--- src/rtl/sipo_rx.sv ---
// ============================================================================
// Module  : sipo_rx
// Brief   : LSB-first serial-to-parallel receiver with a ready/valid output
//           register and a sticky overrun flag.
// Revision: 1.0 - initial release
// ============================================================================
`default_nettype none

module sipo_rx #(
  parameter int WIDTH = 4
) (
  input  logic                     clk,
  input  logic                     rst_n,
  input  logic                     si,
  input  logic                     si_valid,
  input  logic                     clr,
  output logic [WIDTH-1:0]         po,
  output logic                     po_valid,
  input  logic                     po_ready,
  output logic [$clog2(WIDTH):0]   bit_cnt,
  output logic                     overrun
);

  localparam int               c_CW   = $clog2(WIDTH) + 1;
  localparam logic [c_CW-1:0]  c_LAST = c_CW'(WIDTH - 1);

  logic [WIDTH-1:0] r_shift;
  logic [c_CW-1:0]  r_cnt;
  logic [WIDTH-1:0] r_po;
  logic             r_po_valid;
  logic             r_overrun;

  logic [WIDTH-1:0] w_shift_nxt;
  logic             w_accept;
  logic             w_done;
  logic             w_free;
  logic             w_xfer;

  // New bits enter at the top so the first bit ends up in bit 0.
  assign w_shift_nxt = {si, r_shift[WIDTH-1:1]};
  assign w_accept    = si_valid && !clr;
  assign w_done      = w_accept && (r_cnt == c_LAST);
  assign w_xfer      = r_po_valid && po_ready;
  assign w_free      = !r_po_valid || po_ready;

  always_ff @(posedge clk or negedge rst_n) begin
    if (!rst_n) begin
      r_shift <= '0;
      r_cnt   <= '0;
    end else if (clr) begin
      r_shift <= '0;
      r_cnt   <= '0;
    end else if (w_accept) begin
      r_shift <= w_shift_nxt;
      r_cnt   <= w_done ? '0 : r_cnt + c_CW'(1);
    end
  end

  always_ff @(posedge clk or negedge rst_n) begin
    if (!rst_n) begin
      r_po       <= '0;
      r_po_valid <= 1'b0;
    end else if (w_done && w_free) begin
      r_po       <= w_shift_nxt;
      r_po_valid <= 1'b1;
    end else if (w_xfer) begin
      r_po_valid <= 1'b0;
    end
  end

  // Sticky until clr; a completion into an occupied, stalled output drops the word.
  always_ff @(posedge clk or negedge rst_n) begin
    if (!rst_n) begin
      r_overrun <= 1'b0;
    end else if (clr) begin
      r_overrun <= 1'b0;
    end else if (w_done && !w_free) begin
      r_overrun <= 1'b1;
    end
  end

  assign po       = r_po;
  assign po_valid = r_po_valid;
  assign bit_cnt  = r_cnt;
  assign overrun  = r_overrun;

endmodule

`default_nettype wire

--- config.mk ---
export PLATFORM = sky130hd
export DESIGN_NAME = sipo_rx
export DESIGN_NICKNAME = d
export VERILOG_FILES = /design/src/rtl/sipo_rx.sv
export SDC_FILE = /design/constraint.sdc
export NUM_CORES = 1
export LEC_CHECK = 0
export ABC_AREA = 1
export CORE_MARGIN = 2
export CORE_UTILIZATION = 30
export DETAILED_ROUTE_END_ITERATION = 8
export GPL_TIMING_DRIVEN = 0
export SYNTH_ARGS = -nofsm -noshare
export SYNTH_HDL_FRONTEND = slang
export SYNTH_SLANG_ARGS = --single-unit
--- constraint.sdc ---
create_clock -name clk -period 1.23 [get_ports clk]
set_input_delay 0.246 -clock clk [delete_from_list [all_inputs] [get_ports clk]]
set_output_delay 0.246 -clock clk [all_outputs]
set_load 0.005 [all_outputs]
==> impl_metrics.toml <==
[global_route]
first_global_vias = 441
grt_max_degree = 13
grt_pass1_wl_microns = 1880
top_usage_layer = "met2"
grt_usage = 0.126
grt-ovfl-total = 0
grt.met2_usage = 0.211
antenna_found_initial = 0
grt_use_met1 = 0.147
grt_use_met3 = 0.0159

[pwr]
power.density_nw_per_um2 = 1100
total_power_mw = 0.839
p_sw_mw = 0.194
p_leak_nw = 0.433
p_comb_frac = 0.127
ir_drop_uv = 386
internal_power_mw = 0.645
sw_frac_of_total = 0.231
clkPwrFrac = 0.371
p_seq_frac = 0.502

[place]
port_buffers = 14
dpl.hpwl_microns = 762
gp_congestion = 0.718
pre_cts_ws_ns = -0.0910

[synth]
synth_fa_ha_area_frac = 0.0238
synthSimpleGateAreaFrac = 0.283
seq_area_frac_synth = 0.571
yosysTopAreaCell = "dfrtp_1"
ys_ff_latch = 12
synth_top_cell_area_share = 0.571
synth_area_leaders = "dfrtp_1 (57%), nand2_1 (11%), nand4_1 (4.8%)"
synth_area_sq_um = 526
synth_compound_area_frac = 0.0571
synth.mux.area_fraction = 0
synthDistinctLibCells = 16
synthCells = 56
avgSynthCellArea_sq_um = 9.38
synth_xor_area_frac = 0
synth_top_family_by_area = "simple AND/OR/NAND/NOR gates"
yosys_warnings = 0
syn-num-nets = 63

[finish]
drive_gt1_frac = 0.225
fill_cells = 171
area_delta_synth_final_pct = 45.5
multi_input_area_sq_um = 199
seq_area_sq_um = 300
nNetsFinal = 88
diodes = 0
finish.utilization = 0.453

[sta]
setup_slack_ns = 0.0709
max_slew.worst_pin.slew_ns = 0.541
hold_viol = 0
post-route-min-period_ns = 1.16
rsz0062_at_grt = "no"
finalSetupViolCount = 0
finalMaxSlewViolations = 0
finClkSkew_ns = 0.00382
period_share = 0.942
slew_headroom = 0.638
fmax_mhz = 863

[cts]
h-tree-depth = 1
cts_buffer_depth = 2
clk_latency_ns = 0.27
cts_tree = "done"
path_clk_slew_ns = 0.08
cts_buffers = 3
root_buffer = "clkbuf_4"
clkSinkCount = 12

[route]
ant_nets = 0
vias_per_cell = 4.74
drc = 0
wl_microns = 1060
vias = 460
drt_iter0_markers = 2
wl_per_cell_microns = 11.0
first_pass_iters = 4

[die]
die_h_microns = 45.9
die_w_microns = 45.9
rows = 15
die-area_sq_um = 2100
ioPinCount = 15
initial_utilization = 0.311
coreArea_sq_um = 1690

[worst_setup_path]
crit_cells = 1
cpPeakStageDelay_ns = 0.39
start_kind = "flip-flop"
end_kind = "output port"
slowest_stage = "dfrtp_1"
path_cells = "dlygate4sd2_1"
reg2reg_depth = 7
crit_buf_inv = 1
worstSetupPathType = "flip-flop to output port"
cp.arrival_ns = 0.91
cp.required_ns = 0.98
path_delay_family = "flip-flops"
cp_max_fo = 2

[min_path]
hp-class = "primary input to async pin"

[run_status]
outcome = "completed"

[run]
max_cap_violations = 0
-- cells in the final DEF, fill, tap and decap left out --
cell type        count
dfrtp_1             12
nor3_1               1
o22ai_1              1
clkdlybuf4s50_1      5
ha_1                 1
nand4_1              4
clkbuf_8             1
dlygate4sd2_1        9
o21ai_1              1
nor2_4               1
nand3_1              4
clkbuf_4             3
o21ai_2              1
nand2_4              1
nand2_1             16
o21ai_0              2
nand3_4              1
nand2_2              1
buf_4                6
inv_1                6
inv_2                3
-- stage by stage --
stage | cell area, sq um | hold WS, ns | setup TNS (ns) | cells
after floorplan | 526 | -0.0496 | 0 | 56
after detailed placement | 687 | 0.471 | -0.500 | 87
after global placement | 687 | 0.466 | -0.507 | 87
after CTS | 757 | 0.344 | 0 | 97
final | 764 | 0.326 | 0 | 97
after global routing | 764 | 0.370 | 0 | 97
-- metal layers --
layer  part of all wire  wire length [microns]
met5                  0                      0
met4              0.016                     17
met3              0.042                     45
met2               0.50                    535
met1               0.44                    464
-- cells in the mapped netlist --
library cell,n
nand2_4,1
nor3_1,1
nand2_2,1
dfrtp_1,12
nor2_4,1
o21ai_1,1
o21ai_2,1
nand3_2,1
nand2_1,16
o22ai_1,1
nand4_1,4
nand3_1,4
inv_1,6
inv_2,3
o21ai_0,2
ha_1,1
-- kinds of logic (layout without fill, tap and decap cells) --
group	after synthesis	in the layout
AO/OA/AOI/OAI	5	5
flip-flops	12	12
AND/OR/NAND/NOR	29	29
buffers and inverters	9	33
adder cells (fa/ha/maj)	1	1
-- path summary, 6_finish.rpt --
kind                       startpoint          to  slack (ns)
hold / removal                  rst_n  r_shift[1]        0.33
min in group clk              overrun     overrun        0.48
max in group asynchronous       rst_n  bit_cnt[1]        0.55
setup / recovery           bit_cnt[0]  bit_cnt[0]        0.07
hold reg to reg               overrun     overrun        0.48
setup reg to reg           bit_cnt[0]       po[3]        0.11
-- repair_timing --
action                     4_1_cts  5_1_grt
setup endpoints to repair        9        3
hold buffers                     0        0
buffers inserted                 6        0
gates resized for setup          9        1
hold endpoints to repair         0        0
-- registers in the layout (all words and copies together) (netlist names) --
| signal | count |
|---|---|
| overrun | 1 |
| po | 4 |
| bit_cnt | 3 |
| r_shift | 3 |
| po_valid | 1 |
-- power by group through the flow --
stage                     clock network [mW]  logic, mW  registers (mW)
after floorplan                            0     0.0360           0.432
after global placement                     0      0.100           0.431
after detailed placement                   0      0.101           0.432
after CTS                              0.319      0.105           0.421
after global routing                   0.336      0.121           0.424
final                                  0.311      0.106           0.421
-- layout make-up --
cell class                 count  area share
multi-input combinational     35       0.260
timing repair buffer          20       0.227
tap                           17      0.0278
clock buffer                   4      0.0475
inverter                       9      0.0442
sequential                    12       0.393
(Power assumes the default switching activity.)
